`config.mk`:
```
export PLATFORM = sky130hd
export DESIGN_NAME = regfile_sb
export DESIGN_NICKNAME = d
export VERILOG_FILES = /design/src/rtl/mips_pkg.sv /design/src/rtl/regfile_sb_read_port.sv /design/src/rtl/regfile_sb.sv
export SDC_FILE = /design/constraint.sdc
export NUM_CORES = 2
export LEC_CHECK = 0
export CAP_MARGIN = 20
export CELL_PAD_IN_SITES_DETAIL_PLACEMENT = 0
export CELL_PAD_IN_SITES_GLOBAL_PLACEMENT = 1
export CORE_MARGIN = 3
export CORE_UTILIZATION = 25
export DETAILED_ROUTE_END_ITERATION = 7
export PLACE_DENSITY = 0.54
export SLEW_MARGIN = 5
export SYNTH_ARGS = -nofsm -noshare
export SYNTH_HDL_FRONTEND = slang
export SYNTH_SLANG_ARGS = --single-unit
```
`constraint.sdc`:
```
create_clock -name clk -period 5.4 [get_ports clk]
set_input_delay 1.35 -clock clk [delete_from_list [all_inputs] [get_ports clk]]
set_output_delay 1.35 -clock clk [all_outputs]
set_load 0.03 [all_outputs]
```
`src/rtl/mips_pkg.sv`:
```
// Shared MIPS core constants: datapath width, register address width and
// the architecturally special register numbers.
package mips_pkg;

    localparam int DATA_W   = 32;
    localparam int ADDR_W   = 5;
    localparam int REG_ZERO = 0;
    localparam int REG_RA   = 31;

endpackage

```
`src/rtl/regfile_sb_read_port.sv`:
```
// One combinational register-file read port: zero-register check, write
// bypass (LMC over WB over array) and busy lookup for decode stall.
module rf_read_port
    import mips_pkg::*;
#(
    parameter int DW       = DATA_W,
    parameter int AW       = ADDR_W,
    parameter int ZERO_REG = 1
) (
    input  logic                nrst,
    input  logic [AW-1:0]       addr,
    input  logic [DW-1:0]       regs [2**AW],
    input  logic [2**AW-1:0]    busy_vec,
    input  logic [2**AW-1:0]    wclr,
    input  logic                wr0_hit,
    input  logic [AW-1:0]       wr0_addr,
    input  logic [DW-1:0]       wr0_data,
    input  logic                wr1_hit,
    input  logic [AW-1:0]       wr1_addr,
    input  logic [DW-1:0]       wr1_data,
    output logic [DW-1:0]       data,
    output logic                busy
);

    // Later assignments take priority: LMC beats WB, zero register and
    // reset override everything.
    always_comb begin
        data = regs[addr];
        busy = busy_vec[addr] & ~wclr[addr];
        if (wr0_hit && wr0_addr == addr)
            data = wr0_data;
        if (wr1_hit && wr1_addr == addr)
            data = wr1_data;
        if (ZERO_REG != 0 && addr == AW'(REG_ZERO)) begin
            data = '0;
            busy = 1'b0;
        end
        if (!nrst) begin
            data = '0;
            busy = 1'b0;
        end
    end

endmodule

```
`src/rtl/regfile_sb.sv`:
```
// Multi-port MIPS register file with WB and LMC write ports, built-in write
// bypass and a per-register busy scoreboard with a registered pending count.
module regfile_sb
    import mips_pkg::*;
#(
    parameter int DATA_W   = mips_pkg::DATA_W,
    parameter int ADDR_W   = mips_pkg::ADDR_W,
    parameter int NRD      = 2,
    parameter int ZERO_REG = 1
) (
    input  logic                    clk,
    input  logic                    nrst,
    input  logic [NRD*ADDR_W-1:0]   rd_addr,
    output logic [NRD*DATA_W-1:0]   rd_data,
    output logic [NRD-1:0]          rd_busy,
    input  logic                    wr0_en,
    input  logic [ADDR_W-1:0]       wr0_addr,
    input  logic [DATA_W-1:0]       wr0_data,
    input  logic                    wr1_en,
    input  logic [ADDR_W-1:0]       wr1_addr,
    input  logic [DATA_W-1:0]       wr1_data,
    input  logic                    iss_en,
    input  logic [ADDR_W-1:0]       iss_addr,
    input  logic                    flush,
    output logic [ADDR_W:0]         pend_cnt
);

    localparam int NREG = 2**ADDR_W;

    logic [DATA_W-1:0] regs [NREG];
    logic [NREG-1:0]   busy;
    logic [NREG-1:0]   next_busy;
    logic [NREG-1:0]   wclr;
    logic [NREG-1:0]   iset;
    logic [ADDR_W:0]   next_cnt;
    logic              wr0_hit;
    logic              wr1_hit;

    // A write to the hard-wired zero register is not a hit anywhere.
    assign wr0_hit = wr0_en && !(ZERO_REG != 0 && wr0_addr == ADDR_W'(REG_ZERO));
    assign wr1_hit = wr1_en && !(ZERO_REG != 0 && wr1_addr == ADDR_W'(REG_ZERO));

    // Issue re-arms a register even if it is being written or flushed this cycle.
    always_comb begin
        wclr      = '0;
        iset      = '0;
        next_busy = '0;
        next_cnt  = '0;
        for (int r = 0; r < NREG; r++) begin
            wclr[r]      = (wr0_hit && wr0_addr == ADDR_W'(r)) ||
                           (wr1_hit && wr1_addr == ADDR_W'(r));
            iset[r]      = iss_en && iss_addr == ADDR_W'(r) &&
                           !(ZERO_REG != 0 && r == REG_ZERO);
            next_busy[r] = (busy[r] & ~flush & ~wclr[r]) | iset[r];
            next_cnt     = next_cnt + (ADDR_W+1)'(next_busy[r]);
        end
    end

    always_ff @(posedge clk or negedge nrst) begin
        if (!nrst) begin
            busy     <= '0;
            pend_cnt <= '0;
        end else begin
            busy     <= next_busy;
            pend_cnt <= next_cnt;
        end
    end

    // WB first, LMC second, so LMC wins a same-address collision.
    always_ff @(posedge clk or negedge nrst) begin
        if (!nrst) begin
            for (int r = 0; r < NREG; r++)
                regs[r] <= '0;
        end else begin
            if (wr0_hit)
                regs[wr0_addr] <= wr0_data;
            if (wr1_hit)
                regs[wr1_addr] <= wr1_data;
        end
    end

    for (genvar g = 0; g < NRD; g++) begin : g_rd
        rf_read_port #(
            .DW       (DATA_W),
            .AW       (ADDR_W),
            .ZERO_REG (ZERO_REG)
        ) u_port (
            .nrst     (nrst),
            .addr     (rd_addr[g*ADDR_W +: ADDR_W]),
            .regs     (regs),
            .busy_vec (busy),
            .wclr     (wclr),
            .wr0_hit  (wr0_hit),
            .wr0_addr (wr0_addr),
            .wr0_data (wr0_data),
            .wr1_hit  (wr1_hit),
            .wr1_addr (wr1_addr),
            .wr1_data (wr1_data),
            .data     (rd_data[g*DATA_W +: DATA_W]),
            .busy     (rd_busy[g])
        );
    end

endmodule

```
# Word-level counts from Yosys, hierarchy flattened
# Index checks and enable logic that the tools add are counted.
[totals]
output_inout_bits = 72
wordCells = 481
reg_bits = 1062
[op_classes]
n_mux = 34
magnitude_cmp = 8
addsub = 31
n_eq_ne = 97
reduce_logical = 141
bitwise = 136
[op_table]
columns = ["cell", "count"]
rows = [
  ["$bwmux W1024", 2],
  ["$mux W1024", 2],
  ["$mux W32", 14],
  ["$bmux W32 S5", 2],
  ["$demux W32 S5", 2],
  ["$eq A5 B5 Y1 const B", 48],
  ["$add A6 B1 Y6", 26],
  ["$eq A5 B4 Y1 const B", 24],
  ["$logic_and A1 B1 Y1", 103],
  ["$and A1 B1 Y1", 66],
  ["$eq A5 B3 Y1 const B", 12],
  ["$not A1 Y1", 35],
  ["$logic_or A1 B1 Y1", 32],
  ["$or A1 B1 Y1", 31],
  ["$eq A5 B2 Y1 const B", 6],
  ["$ge A6 B6 Y1 const B", 4],
  ["$not A5 Y6", 4],
  ["$bmux W1 S5", 4],
  ["$eq A5 B5 Y1", 4],
  ["$logic_not A5 Y1", 4],
  ["$eq A5 B1 Y1 const B", 3],
  ["$lt A5 B6 Y1 const B", 2],
  ["$lt A6 B1 Y1 const B", 2],
  ["$mux W1", 8],
  ["6 further kinds", 7],
]

# Logic depth before layout (Yosys ltp)
[logic_depth]
depth_word = 39
mapped_depth = 21

# Cells and area by module
# Synthesis repeated with hierarchy kept, for this count alone.
[unflattened]
cells_unflattened = 7285
hier_area_um2 = 69163.8
[modules_own_cells]
columns = ["mod", "area_per_inst_um2", "cells_each", "instances", "seq_area_each_um2"]
rows = [
  ["regfile_sb", 49902.9, 4877, 1, 26575.5],
  ["rf_read_port", 9630.5, 1204, 2, 0.0],
]

# Least setup slack after synthesis
# OpenSTA, ideal clock, no wires.
[synth_path]
path_kind = "input -> register"
start = "input wr1_addr[4]"
end = "register pend_cnt[4]"
slack_ps = -1494
cell_stages = 21
required_ps = 5320
arrival_time_ps = 6815
setup_ps = 80
path_cell_list = "buf_2 nand2b_1 nor4_1 clkbuf_1 a21oi_1 clkbuf_1 nand3_1 o21ai_0 fa_1 fa_1 fa_1 fa_1 inv_1 fa_1 fa_1 inv_1 ha_1 fa_1 a21o_1 a21oi_1 xnor2_1"
[synth_lines]
columns = ["element", "line_no", "source"]
rows = [
  ["start: declaration", "regfile_sb.sv:20", "input logic [ADDR_W-1:0] wr1_addr,"],
  ["$logic_not A5 Y1", "regfile_sb.sv:41", "assign wr1_hit = wr1_en && !(ZERO_REG != 0 && wr1_addr == ADDR_W'(REG_ZERO));"],
  ["$logic_not A1 Y1", "regfile_sb.sv:41", ""],
  ["$logic_and A1 B1 Y1", "regfile_sb.sv:41", ""],
  ["$logic_and A1 B1 Y1 (*)", "regfile_sb.sv:51", "(wr1_hit && wr1_addr == ADDR_W'(r));"],
  ["$logic_or A1 B1 Y1 (*)", "regfile_sb.sv:50", "wclr[r] = (wr0_hit && wr0_addr == ADDR_W'(r)) ||"],
  ["$not A1 Y1 (*)", "regfile_sb.sv:54", "next_busy[r] = (busy[r] & ~flush & ~wclr[r]) | iset[r];"],
  ["$and A1 B1 Y1 (*)", "regfile_sb.sv:54", ""],
  ["$or A1 B1 Y1 (*)", "regfile_sb.sv:54", ""],
  ["via next_busy[3]", "regfile_sb.sv:32", "logic [NREG-1:0] next_busy;"],
  ["$add A3 B1 Y4 (*)", "regfile_sb.sv:55", "next_cnt = next_cnt + (ADDR_W+1)'(next_busy[r]);"],
  ["$add A4 B1 Y5 (*)", "regfile_sb.sv:55", ""],
  ["$add A5 B1 Y6 (*)", "regfile_sb.sv:55", ""],
  ["$add A6 B1 Y6 (*) (26 in a row)", "regfile_sb.sv:55", ""],
  ["via next_cnt[4]", "regfile_sb.sv:35", "logic [ADDR_W:0] next_cnt;"],
  ["end signal: assignment", "regfile_sb.sv:65", "pend_cnt <= next_cnt;"],
  ["end: declaration", "regfile_sb.sv:25", "output logic [ADDR_W:0] pend_cnt"],
]
# The timed path passes the listed nets; every way through them passes the cells marked *.

# Worst setup path in the final report
[layout_path]
start = "input wr1_addr[1]"
end = "register pend_cnt[4]"
[layout_lines]
columns = ["element", "line_no"]
rows = [
  ["$logic_not A5 Y1", "regfile_sb.sv:41"],
  ["$logic_not A1 Y1", "regfile_sb.sv:41"],
  ["$logic_and A1 B1 Y1", "regfile_sb.sv:41"],
  ["$logic_and A1 B1 Y1 (*)", "regfile_sb.sv:51"],
  ["$logic_or A1 B1 Y1 (*)", "regfile_sb.sv:50"],
  ["$not A1 Y1 (*)", "regfile_sb.sv:54"],
  ["$and A1 B1 Y1 (*)", "regfile_sb.sv:54"],
  ["$or A1 B1 Y1 (*)", "regfile_sb.sv:54"],
  ["via next_busy[21]", "regfile_sb.sv:32"],
  ["$add A6 B1 Y6 (*) (11 in a row)", "regfile_sb.sv:55"],
  ["via next_cnt[4]", "regfile_sb.sv:35"],
]
# Marks and branches as above.

==> run summary <==
OUTCOME
--------------------------------------------------------------------------------------
Status                                                                    complete, but fails checks
Failing checks                                                            negative setup slack

SYNTH
--------------------------------------------------------------------------------------
Async set-or-reset flop fraction in the synthesized netlist                     100.0%
Sequential-to-total area share from yosys stat                                  39.32%
Most common cell in the synthesized netlist                                    dfrtp_1
Main area contributors after synthesis                                    dfrtp_1 39%, mux4_2 22%, mux2i_1 14%
Post-synthesis cell type with the largest combined area                        dfrtp_1
Synthesized area per cell                                                    10.92 µm²
Synth warn                                                                           0
Net Count, Synth                                                                  6313
Post-synthesis instance area                                                 67580 µm²
Primary FF master, synth                                                       dfrtp_1
Top post-synthesis cells by count                                         1062 x dfrtp_1, 939 x mux2i_1, 787 x nand2_1
Fraction of synthesized cell area taken by the top area cell type               39.32%
Number of distinct standard cells referenced by the synthesized netlist             66
Cells after synthesis                                                             6187
Total of flip-flops plus latches after synthesis                                  1062
EDFF count, synth                                                                    0

FINISH
--------------------------------------------------------------------------------------
Area Growth Syn to Fin                                                          20.55%
Final std cell area, no fill                                                 81470 µm²
Proportion of layout cells with a drive suffix above 1                          25.69%
Fin nets                                                                          6368
Post-route insts no fill                                                          9891

SETUP PATH
--------------------------------------------------------------------------------------
Top cell by count, worst path                                                     fa_1
Kind of cell with the highest combined delay on the critical path          adder cells
Critical Path Fanout Max                                                             3
Critical-path top delay cell                                                      fa_1
R2r setup slk                                                                   380 ps
Critical Path End Type                                                        register
Slowest stage delay, CP                                                         580 ps
Combined buffer and inverter count along the critical path                           6
Data arrival time of the critical path                                         6400 ps
CP required                                                                    6100 ps
Start-to-end type of the worst setup path                                       in2reg
Worst path cell trace                                                     buf_2, nand2b_4, buf_4, or2_4, o21ai_4, o32ai_4, fa_1, inv_1, fa_1, inv_1, fa_1, fa_1, inv_2, fa_2, fa_1, inv_2, ha_4, fa_2, a21o_1, a21oi_2, xnor2_1
Startpoint class of the critical path                                     primary input

PLACEMENT
--------------------------------------------------------------------------------------
Final HPWL from detailed placement                                            185.2 mm
Count of buffers inserted at the top-level ports                                   166
Placed standard-cell area                                                    76600 µm²
Number of cells after detailed placement                                          9627
Worst slack, placed                                                           -1718 ps
RePlAce Congestion                                                              0.8782

DRT
--------------------------------------------------------------------------------------
Wire length after detailed routing                                            305.5 mm
DR DRC count                                                                         0
Vias after detailed routing                                                     53.83k
Violation count after the first detailed-route iteration                          6276
Post-DR wirelength/cell                                                       30.89 µm
Total iterations of the first detailed-routing run                                   6
Detail-routed via count per cell                                                 5.442
Post-route antenna net violation count                                               0

TIMING
--------------------------------------------------------------------------------------
Final Skew                                                                    10.91 ps
Unrepaired setup endpoints after global routing                                   true
FMAX                                                                        0.1753 GHz
Final number of hold-violating endpoints                                             0
Number of pins exceeding their max-slew limit in the final report                    0
Final worst setup slack                                                      -304.1 ps
Finish-stage setup viols                                                             5
Final Cycle Share                                                               105.6%
Worst hold slack across all endpoints                                         391.8 ps
Relative max-transition margin                                                  21.69%
Worst slew pin tran                                                            1175 ps
Minimum clock period after layout                                              5704 ps

PWR
--------------------------------------------------------------------------------------
Power density cells                                                       345.6 nW/µm²
Max IR drop VDD                                                               230.6 µV
Static Leak                                                                   33.88 nW

FLOORPLANNING
--------------------------------------------------------------------------------------
Initial standard-cell utilization of the core                                   25.18%
I/O pin cnt                                                                        167
Core footprint                                                              268400 µm²
Die boundary width                                                            525.9 µm
Y dimension of the die                                                        525.9 µm
Area of the die                                                             276600 µm²
Standard-cell rows                                                                 190

CTS
--------------------------------------------------------------------------------------
Clock Path Buffers                                                                   3
Clock tree from TritonCTS                                                        built
Clk Latency, worst-skew pair                                                    780 ps
Clock tree sinks                                                                  1062
Root Buffer                                                                  clkbuf_16
Clock transition at path regs                                                    60 ps
Total clock buffers created by CTS                                                 131
Number of hold buffers added after CTS                                               0
# H-tree levels                                                                      4

FLOW RUN
--------------------------------------------------------------------------------------
Maximum Capacitance Violations                                                       0

GLOBAL ROUTING
--------------------------------------------------------------------------------------
Via count of the first global-routing pass                                      53.33k
Antenna violations before repair                                                     8
Sum of overflow across all layers after global routing                               0
Largest net degree at the start of global routing                                  161
First-pass GRT wire length                                                    429.6 mm
GRT Util Overall                                                                21.64%

WORST HOLD PATH
--------------------------------------------------------------------------------------
HP Class                                                                       reg2reg

-- sequential cells by signal (all words and copies together) (netlist names) --
name,count
busy,32
pend_cnt,6
regs,1024
-- cell usage in the layout (no fill, tap or decap), types with 7 or more instances in the layout --
| cell | instances |
|---|---|
| clkbuf_1 | 35 |
| mux2i_1 | 936 |
| a31oi_1 | 32 |
| a222oi_1 | 13 |
| xor2_1 | 11 |
| dfrtp_1 | 1062 |
| clkdlybuf4s50_1 | 70 |
| clkinv_2 | 18 |
| buf_6 | 23 |
| nor2_1 | 417 |
| o21ai_0 | 660 |
| clkbuf_8 | 28 |
| nand2_4 | 19 |
| nor2_4 | 31 |
| clkbuf_16 | 136 |
| inv_1 | 61 |
| a22oi_1 | 61 |
| a21oi_1 | 372 |
| o21ai_1 | 73 |
| nand3_1 | 9 |
| nand2_2 | 7 |
| fa_1 | 22 |
| nand2_1 | 763 |
| buf_4 | 423 |
| nand2b_4 | 8 |
| mux4_2 | 671 |
| o32ai_1 | 11 |
| xnor2_1 | 11 |
| buf_12 | 161 |
-- worst reg2reg max path, delay by kind of cell (launching register included) --
kind	cells	cell delay (ps)
adders and majority gates	8	3540
AOI/OAI and AO/OA	3	600
DFF	1	370
buffers and inverters	5	300
xor gates and xnor gates	1	140
-- path summary, 6_finish.rpt --
| kind | start | to | cells after the start |
|---|---|---|---|
| min in group asynchronous | nrst | regs[164] | 1 |
| hold / removal | regs[1012] | regs[1012] | 0 |
| setup / recovery | wr1_addr[1] | pend_cnt[4] | 21 |
| max in group asynchronous | nrst | regs[661] | 4 |
| setup reg to reg | busy[27] | pend_cnt[4] | 17 |
| hold reg to reg | regs[1012] | regs[1012] | 0 |
-- where the power goes --
group	internal [mW]	switching [mW]	leakage, nW
registers	9.93	1.52	13.2
clock network	5.08	3.79	2.06
logic	4.32	3.52	18.7
-- per-stage QoR --
| step | power (mW) | util (%) | setup TNS (ps) |
|---|---|---|---|
| 6_report | 28.16 | 30.35 | -895.1 |
| 5_1_grt | 29.55 | 30.35 | -1650 |
| 4_1_cts | 28.29 | 30.26 | -936.2 |
| 3_5_place_dp | 19.33 | 28.54 | -16120 |
| 3_3_place_gp | 19.08 | 28.54 | -15850 |
| 2_1_floorplan | 16.31 | - | -4924 |
-- final cells by class --
type	count	area (µm²)
antenna	2	5.005
clock buffer	198	3895
clock inverter	30	279.0
fill	27120	186900
inverter	66	251.5
multi-input combinational	4282	38380
sequential	1062	26580
tap	3552	4444
timing repair buffer	699	7637
-- cells by family (layout without fill, tap and decap cells) --
family                   count (synthesis)  count (layout)  share of synthesized area [%]
XOR/XNOR                                23              23                         0.2981
other                                    0               2                              0
adder cells (fa/ha/maj)                 31              31                         0.8405
AND/OR/NAND/NOR                       1334            1334                          7.887
flip-flops                            1062            1062                          39.32
multiplexers                          1612            1612                          36.30
AO/OA/AOI/OAI                         1282            1282                          10.14
buffers and inverters                  843             993                          5.206
-- per-layer routing --
layer  part of all wire (%)  track usage, %
met5                 0.0056               0
met4                    3.4           6.730
met2                     43           31.81
met3                    8.6           4.692
met1                     45           31.53
-- timing repair --
action,4_1_cts,5_1_grt
gates cloned,0,1
buffers inserted,30,5
resized for setup,119,37
endpoints found under the setup margin,71,23
pin swaps,36,21
Power figures use the tool's default switching activity.
